File: config.mk
export PLATFORM = sky130hd
export DESIGN_NAME = tiger_store_unit
export DESIGN_NICKNAME = d
export VERILOG_FILES = /design/src/rtl/tiger_defines.sv /design/src/rtl/tiger_store_align.sv /design/src/rtl/tiger_store_unit.sv
export SDC_FILE = /design/constraint.sdc
export NUM_CORES = 1
export LEC_CHECK = 0
export BUFFER_PORTS_ARGS = -buffer_cell sky130_fd_sc_hd__buf_2
export CAP_MARGIN = 30
export CORE_AREA = 2 2 124 126
export DETAILED_ROUTE_END_ITERATION = 7
export DIE_AREA = 0 0 126 128
export GPL_TIMING_DRIVEN = 0
export PLACE_DENSITY_LB_ADDON = 0.25
export SYNTH_ARGS = -nofsm -noshare
export SYNTH_HDL_FRONTEND = slang
export SYNTH_SLANG_ARGS = --single-unit
File: constraint.sdc
create_clock -name clk -period 5.25 [get_ports clk]
set_clock_uncertainty 0.2 [all_clocks]
set_input_delay 0 -clock clk [delete_from_list [all_inputs] [get_ports clk]]
set_output_delay 0 -clock clk [all_outputs]
set_load 0.02 [all_outputs]
File: src/rtl/tiger_defines.sv
// Shared store-path definitions: store size codes and byte-lane constants.
// Latency: none; constants and types only.
// Backpressure: n/a. Lane order is big-endian: offset 0 maps to byteenable[3].
package tiger_defines;

  // Store size codes carried by req_size
  localparam logic [2:0] SIZE_SB  = 3'd0;
  localparam logic [2:0] SIZE_SH  = 3'd1;
  localparam logic [2:0] SIZE_SW  = 3'd2;
  localparam logic [2:0] SIZE_SWL = 3'd3;
  localparam logic [2:0] SIZE_SWR = 3'd4;

  // Byte-lane enables (big-endian: offset 0 is the MSB lane)
  localparam logic [3:0] BE_NONE    = 4'b0000;
  localparam logic [3:0] BE_ALL     = 4'b1111;
  localparam logic [3:0] BE_LANE0   = 4'b1000;
  localparam logic [3:0] BE_HALF_HI = 4'b1100;
  localparam logic [3:0] BE_HALF_LO = 4'b0011;

  // One aligned store beat: lane-positioned data and its enables
  typedef struct packed {
    logic [31:0] data;
    logic [3:0]  be;
  } lane_t;

endpackage

File: src/rtl/tiger_store_align.sv
// Store alignment: places store data on big-endian byte lanes, makes enables, flags faults.
// Latency: purely combinational.
// Backpressure: none. SWL/SWR decode only when TIGER_STORE_PARTIAL_EN is defined.
module tiger_store_align
  import tiger_defines::*;
(
  input  logic [1:0]  addr,
  input  logic [2:0]  size,
  input  logic [31:0] data,
  output logic [31:0] lane_data,
  output logic [3:0]  byteenable,
  output logic        fault
);

  // Decode size/offset into lane data, enables and misalignment/illegal fault
  always_comb begin
    lane_data  = 32'h0;
    byteenable = BE_NONE;
    fault      = 1'b0;
    case (size)
      SIZE_SB: begin
        lane_data  = {4{data[7:0]}};
        byteenable = BE_LANE0 >> addr;
      end
      SIZE_SH: begin
        lane_data  = {2{data[15:0]}};
        byteenable = addr[1] ? BE_HALF_LO : BE_HALF_HI;
        fault      = addr[0];
      end
      SIZE_SW: begin
        lane_data  = data;
        byteenable = BE_ALL;
        fault      = (addr != 2'b00);
      end
`ifdef TIGER_STORE_PARTIAL_EN
      // Store-word-left: high-order bytes of rt go from the addressed byte to the word end
      SIZE_SWL: begin
        case (addr)
          2'd0: begin lane_data = data;                  byteenable = 4'b1111; end
          2'd1: begin lane_data = {8'h0,  data[31:8]};   byteenable = 4'b0111; end
          2'd2: begin lane_data = {16'h0, data[31:16]};  byteenable = 4'b0011; end
          default: begin lane_data = {24'h0, data[31:24]}; byteenable = 4'b0001; end
        endcase
      end
      // Store-word-right: low-order bytes of rt go from the word start to the addressed byte
      SIZE_SWR: begin
        case (addr)
          2'd0: begin lane_data = {data[7:0],  24'h0};   byteenable = 4'b1000; end
          2'd1: begin lane_data = {data[15:0], 16'h0};   byteenable = 4'b1100; end
          2'd2: begin lane_data = {data[23:0], 8'h0};    byteenable = 4'b1110; end
          default: begin lane_data = data;               byteenable = 4'b1111; end
        endcase
      end
`endif
      default: begin
        fault = 1'b1;
      end
    endcase
  end

endmodule

File: src/rtl/tiger_store_unit.sv
// In-order store buffer: aligns MA-stage stores and drains them over an Avalon-style master.
// Latency: request accepted at edge N drives avm_write in cycle N+1 at the earliest.
// Backpressure: stall_out while full (held request ignored); avm_waitrequest holds the head.
// Optional SWL/SWR support via TIGER_STORE_PARTIAL_EN.
module tiger_store_unit
  import tiger_defines::*;
#(
  parameter int DEPTH  = 2,
  parameter int ADDR_W = 32
) (
  input  logic              clk,
  input  logic              reset_n,
  input  logic              req_valid,
  input  logic [ADDR_W-1:0] req_addr,
  input  logic [31:0]       req_data,
  input  logic [2:0]        req_size,
  output logic              stall_out,
  output logic              busy,
  output logic              store_fault,
  output logic [ADDR_W-1:0] avm_address,
  output logic              avm_write,
  output logic [31:0]       avm_writedata,
  output logic [3:0]        avm_byteenable,
  input  logic              avm_waitrequest
);

  localparam int PTR_W = (DEPTH > 1) ? $clog2(DEPTH) : 1;
  localparam int CNT_W = PTR_W + 1;

  logic [ADDR_W-1:0] addr_mem [DEPTH];
  lane_t             lane_mem [DEPTH];

  logic [PTR_W-1:0] wr_ptr;
  logic [PTR_W-1:0] rd_ptr;
  logic [CNT_W-1:0] count;

  logic        full;
  logic        empty;
  logic        push;
  logic        pop;
  logic [31:0] align_data;
  logic [3:0]  align_be;
  logic        align_fault;

  tiger_store_align u_align (
    .addr       (req_addr[1:0]),
    .size       (req_size),
    .data       (req_data),
    .lane_data  (align_data),
    .byteenable (align_be),
    .fault      (align_fault)
  );

  // Occupancy flags come from the registered count so stall_out has no input path
  always_comb begin
    full  = (count == CNT_W'(DEPTH));
    empty = (count == '0);
    push  = req_valid && !full && !align_fault;
    pop   = !empty && !avm_waitrequest;
  end

  // Entry storage: written at the tail; only read while non-empty, so no reset needed
  always_ff @(posedge clk) begin
    if (push) begin
      addr_mem[wr_ptr] <= {req_addr[ADDR_W-1:2], 2'b00};
      lane_mem[wr_ptr] <= '{data: align_data, be: align_be};
    end
  end

  // Pointers and count; a full buffer refuses a push even when the head pops
  always_ff @(posedge clk or negedge reset_n) begin
    if (!reset_n) begin
      wr_ptr <= '0;
      rd_ptr <= '0;
      count  <= '0;
    end else begin
      if (push) wr_ptr <= wr_ptr + PTR_W'(1);
      if (pop)  rd_ptr <= rd_ptr + PTR_W'(1);
      case ({push, pop})
        2'b10:   count <= count + CNT_W'(1);
        2'b01:   count <= count - CNT_W'(1);
        default: count <= count;
      endcase
    end
  end

  // Fault pulse: one cycle after any faulting request, even while full; it is dropped
  always_ff @(posedge clk or negedge reset_n) begin
    if (!reset_n) begin
      store_fault <= 1'b0;
    end else begin
      store_fault <= req_valid && align_fault;
    end
  end

  // Master port mirrors the head entry; gated to zero while empty and during reset
  always_comb begin
    stall_out      = full;
    busy           = !empty;
    avm_write      = !empty;
    avm_address    = '0;
    avm_writedata  = 32'h0;
    avm_byteenable = BE_NONE;
    if (!empty) begin
      avm_address    = addr_mem[rd_ptr];
      avm_writedata  = lane_mem[rd_ptr].data;
      avm_byteenable = lane_mem[rd_ptr].be;
    end
  end

endmodule

==> results.yml, run 1 <==
floorplan:
  start_util_pct: 39.1
  top_level_ports: 143
  core_area_mm2: 0.0149
  die_area_mm2: 0.0161
  die_w_um: 126
  core.rowCount: 45
  die_h_um: 128
critical_path:
  crit_buf_inv: 5
  path_cells: "nor2_1 -> buf_2 -> buf_2 -> inv_1 -> buf_4 -> buf_2"
  worstSetupEndpointType: "output pin"
  path_max_fanout: 10
  slowest_delay_ps: 420
  cpMostUsedCell: "buf_2"
  crit_slowest_cell: "dfrtp_1"
  arrival_ps: 2140
  cp-start-kind: "flop"
  crit_required_ps: 5050
  cpLargestDelayFamily: "buffers and inverters"
  worstSetupPathType: "flop to output pin"
final_layout:
  antenna_cells: 0
  drive_above_1_share_pct: 29.4
  final.fill_count: 1270
  fin_util_pct: 55.0
  syn_to_final_growth_pct: 40.8
  fin_nets: 724
synthesis:
  synth-seq-cells: 137
  synth-edff-count: 132
  synth.cell_area_mm2: 0.00581
  synth.most_common_cell: "edfxtp_1"
  syn_inst: 410
  synth_seq_area_share_pct: 70.4
  synth_commonest_cells: "edfxtp_1 (132), nor2_1 (82), mux2i_1 (74)"
  syn_avg_cell_area_um2: 14.2
  synth_largest_area_cell: "edfxtp_1"
  async_flop_share_pct: 3.65
  synth.top_cells.by_area: "edfxtp_1 (68%), mux2i_1 (13%), nor2_1 (5.3%), a21oi_1 (2.3%), dfrtp_1 (2.2%)"
  yosysTopAreaCellShare_pct: 68.3
  synth_cell_types: 24
  ys_warn_count: 0
  yosys_most_used_dff: "edfxtp_1"
worst_hold_path:
  hold_class: "input port to flop"
clock_network:
  ctsHoldBuffers: 79
  ctsHtreeMaxLevel: 4
  cts_buffers: 17
  ctsResizeCount: 0
  cts.sinks: 137
  cts_max_path_buffers: 2
  cts_setup_buffers: 0
  cts_root_buf: "clkbuf_16"
  cts_tree: "yes"
  clk_transition_reported_paths_ps: 50
  clk-insertion-delay-late_ps: 410
timing:
  maxSlewHeadroom_pct: 59.7
  max_freq_ghz: 0.427
  slew_viol_final: 0
  rsz0062_at_grt: "false"
  post-route-min-period_ps: 2340
  final-hold-violation-count: 0
  setup_slack_ps: 2910
  tightest_slew_ps: 603
  setup_viol: 0
  fin_crit_sh_pct: 44.6
power:
  ir_worst_vdd_uv: 271
  p_total_w: 0.00383
  p_per_area_mw_per_mm2: 469
  power_leakage_nw: 3.36
detailed_routing:
  routed_wirelength_mm: 13.4
  firstDrtPassIters: 4
  drt_iter0_markers: 186
  vias_per_cell: 4.66
  wl_per_cell_um: 15.7
  via_count: 3968
  drc: 0
  drtAntennaViolNets: 0
status:
  status: "completed"
global_routing:
  grt_pass1_wl_mm: 20.7
  grt_max_degree: 32
  grt_usage_pct: 17.0
  antenna_found_initial: 0
  grt_overflow_total: 0
  grt_pass1_vias: 4032
placement:
  portBuffers: 139
  dp_hpwl_mm: 8.94
  pre_cts_ws_ps: 3110
  gp_congestion: 0.859
job:
  maxCapViolations: 0
==> cell type report <==
cell class | instances | area, µm² | share of cell area [%]
flip-flops and latches | 137 | 4090 | 50.0
clock inverters | 12 | 105 | 1.29
plain buffers | 28 | 161 | 1.98
repair buffers | 222 | 1570 | 19.3
multi-input cells | 242 | 1560 | 19.1
clock buffers | 19 | 433 | 5.30
inverters | 4 | 15.0 | 0.184
well taps | 188 | 235 | 2.88
==> routing by layer <==
metal	GRT usage (%)	routed length, µm	up-vias
met2	27.9	6390	138
met1	21.2	5930	1864
li1	-	-	1950
met5	0	0	-
met3	4.72	822	16
met4	7.43	221	0
==> placed cells by master, fill, tap and decap left out <==
master	count
a211oi_1	1
a21oi_1	27
and2_1	8
buf_12	3
buf_16	1
buf_2	151
buf_4	7
buf_6	2
bufinv_16	1
clkbuf_1	9
clkbuf_16	17
clkinv_1	2
clkinv_2	1
clkinv_4	2
clkinvlp_4	6
conb_1	2
dfrtp_1	5
dlygate4sd3_1	79
edfxtp_1	132
ha_1	1
inv_1	4
mux2i_1	74
nand2_1	16
nand2b_1	2
nor2_1	80
nor2_4	2
nor2b_1	11
nor3b_1	1
nor4_2	1
o211ai_2	1
o21a_1	2
or2_1	8
xnor2_1	3
xor2_1	2
==> worst min-delay path, delay by kind of cell <==
family,cells,cell delay (ps)
AO/OA/AOI/OAI,2,210
buffers and inverters,2,290
==> state kept, by name (all words and copies together), names as in the netlist <==
register	count
lane_mem	72
addr_mem	60
count	2
rd_ptr	1
store_fault	1
wr_ptr	1
==> stage by stage <==
step	hold WS, ps	std cells	area (µm²)	setup TNS (ps)
floorplan	-496	411	5810	0
global placement	-380	738	6740	-87640
detailed placement	-374	742	6840	0
CTS	54.0	852	8170	0
global route	101	852	8170	0
finish	66.1	852	8170	0
==> cell families after synthesis <==
group	share of synthesized area [%]
AOI/OAI and AO/OA	2.93
xor gates and xnor gates	0.754
other	0.0646
buffers and inverters	3.04
adders and majority gates	0.215
and+or+nand+nor	9.81
DFF	70.4
muxes	12.8
==> worst paths after layout <==
path                             start             end  slack, ps  cells past startpoint
setup / recovery              count[0]            busy       2910                      6
hold / removal             req_size[1]  lane_mem[1][0]         70                      4
setup reg to reg              count[0]  lane_mem[1][1]       3160                      4
hold reg to reg               count[1]        count[1]        300                      1
max in group asynchronous      reset_n          wr_ptr       4310                      3
min in group asynchronous      reset_n        count[1]        340                      3
==> report_power, final <==
group          total [W]  internal (W)  leakage, nW  switching (W)
clock            0.00107      0.000643        0.242       0.000428
sequential       0.00132       0.00129         1.27      0.0000273
combinational    0.00144      0.000536         1.85       0.000907
total            0.00383       0.00247         3.36        0.00136
Power figures use the tool's default switching activity.
==> run 2: changes to the inputs <==
clock period = 1.92 ns   (was 5.25 ns; I/O delays follow)
==> results.yml, run 2 (synthesized netlist as in run 1, its figures left out) <==
final_layout:
  ff_latch_area_mm2: 0.00409
  syn_to_final_growth_pct: 44.7
  antenna_cells: 0
  final.fill_count: 1260
  layout_commonest_cell: "buf_2"
  multi_input_area_mm2: 0.00160
  fin_util_pct: 56.5
  drive_above_1_share_pct: 32.7
  design_area_mm2: 0.00840
  fin_nets: 735
  largest_register: "lane_mem"
  final_cell_mix: "buf_2 (143), edfxtp_1 (132), nor2_1 (79), dlygate4sd3_1 (75), mux2i_1 (72)"
  largest_reg_flops: 72
  top_regs: "lane_mem: 72 flops, addr_mem: 60 flops, count: 2 flops"
power:
  p_per_area_mw_per_mm2: 1320
  p_comb_share_pct: 39.3
  ir_worst_vdd_uv: 586
  intPower_w: 0.00725
  switching_share_pct: 34.5
  seqPwrFrac_pct: 33.0
  clock_power_share_pct: 27.6
  p_switching_w: 0.00382
  power_leakage_nw: 3.47
job:
  maxCapViolations: 0
timing:
  whs_ps: 24.2
  fin_crit_sh_pct: 97.3
  setup_viol: 0
  max_freq_ghz: 0.535
  final-hold-violation-count: 0
  setup_tns_ps: 0
  slew_viol_final: 0
  post-route-min-period_ps: 1870
  setup_slack_ps: 51.5
detailed_routing:
  drt_iter0_markers: 210
  routed_wirelength_mm: 13.8
  wl_per_cell_um: 16.0
  drc: 0
  drtAntennaViolNets: 0
  vias_per_cell: 4.73
  via_count: 4083
  firstDrtPassIters: 4
critical_path:
  arrival_ps: 1670
  worstSetupEndpointType: "output pin"
  worstSetupPathType: "flop to output pin"
  worst-path-stages: 5
  crit_slowest_cell: "dfrtp_2"
  crit_required_ps: 1720
  reg2reg_slack_ps: 190
  cpLargestDelayFamily: "buffers and inverters"
  crit_start: "rd_ptr"
  r2r-start: "count[0]"
  crit_buf_inv: 3
  crit_end: "avm_writedata[13]"
  path_max_fanout: 10
  timing.rr.end: "wr_ptr"
  slowest_delay_ps: 440
  reg2regPathDepth: 4
  cp-start-kind: "flop"
  path_cells: "buf_12 -> buf_8 -> mux2i_1 -> nor2_1 -> buf_4"
status:
  status: "completed"
placement:
  gp_congestion: 0.823
  pre_cts_ws_ps: -21.2
  dp_hpwl_mm: 9.06
  placed_cell_area_mm2: 0.00687
  portBuffers: 139
floorplan:
  die_h_um: 128
  top_level_ports: 143
  core.rowCount: 45
  core_area_mm2: 0.0149
  die_area_mm2: 0.0161
  start_util_pct: 39.1
  die_w_um: 126
clock_network:
  cts_tree: "yes"
  cts_buffers: 17
  clk_transition_reported_paths_ps: 60
  cts_root_buf: "clkbuf_16"
  cts_max_path_buffers: 2
  clk-insertion-delay-late_ps: 410
  cts.sinks: 137
  ctsHtreeMaxLevel: 4
global_routing:
  grt_usage_pct: 17.2
  grt_pass1_wl_mm: 21.2
  grt_pass1_vias: 4150
  antenna_found_initial: 0
  grt_overflow_total: 0
  grt_max_degree: 32
worst_hold_path:
  hold_class: "input port to flop"
-- run 2: changes by cell type in the layout (fill, tap and decap cells not counted), sizes merged --
cell / previous run / this run
buf: 164 / 179
bufinv: 1 / 2
dlygate4sd3: 79 / 75
-- run 2: worst min path at each step --
stage	from	end	slack (ps)	cells past startpoint
final	req_size[2]	lane_mem[0][23]	20	3
after global routing	req_size[2]	lane_mem[0][0]	50	4
after CTS	req_size[2]	lane_mem[0][23]	10	3
after detailed placement	reset_n	count[1]	-380	1
after global placement	reset_n	wr_ptr	-380	1
after floorplan	reset_n	count[0]	-500	0
-- run 2: worst reg2reg max path: stages, from the launching register on --
cell           delay [ps]
dfrtp_2               440
nand2b_4              170
o211ai_4              120
dlygate4sd3_1         620
xnor2_1               110
-- run 2: through the flow --
step                      total power [W]  instances
after global placement            0.00748        738
after floorplan                   0.00630        411
after CTS                          0.0110        849
after global routing               0.0116        864
final                              0.0111        864
after detailed placement          0.00755        742
-- run 2: metal layers --
metal	track usage (%)	part of all wire, %	vias up	wire (µm)
met5	0	0	-	0
met4	5.95	1.2	0	170
met3	5.18	6.1	16	837
met2	28.7	49	139	6820
met1	21.3	43	1952	6000
li1	-	-	1976	-
-- run 2: power groups by stage --
stage	clock network, W	registers, W	logic (W)
2_1_floorplan	0	0.00367	0.00262
3_3_place_gp	0	0.00368	0.00380
3_5_place_dp	0	0.00369	0.00387
4_1_cts	0.00313	0.00364	0.00419
5_1_grt	0.00323	0.00368	0.00469
6_report	0.00306	0.00366	0.00436
-- run 2: final cells by class --
class,instances,area share (%)
sequential,137,48.7
timing repair buffer,236,20.0
multi-input combinational,242,19.1
clock buffer,19,5.15
tap,188,2.80
buffer,25,2.58
clock inverter,13,1.55
inverter,4,0.179
-- run 2: repair_timing --
action                                 CTS  global route
resized for setup                       22             6
setup buffers                            2            16
endpoints found under the hold margin  153             0
hold buffers                            75             0
gates cloned                             0             0
setup endpoints to repair               68           164
pin swaps                                1             4
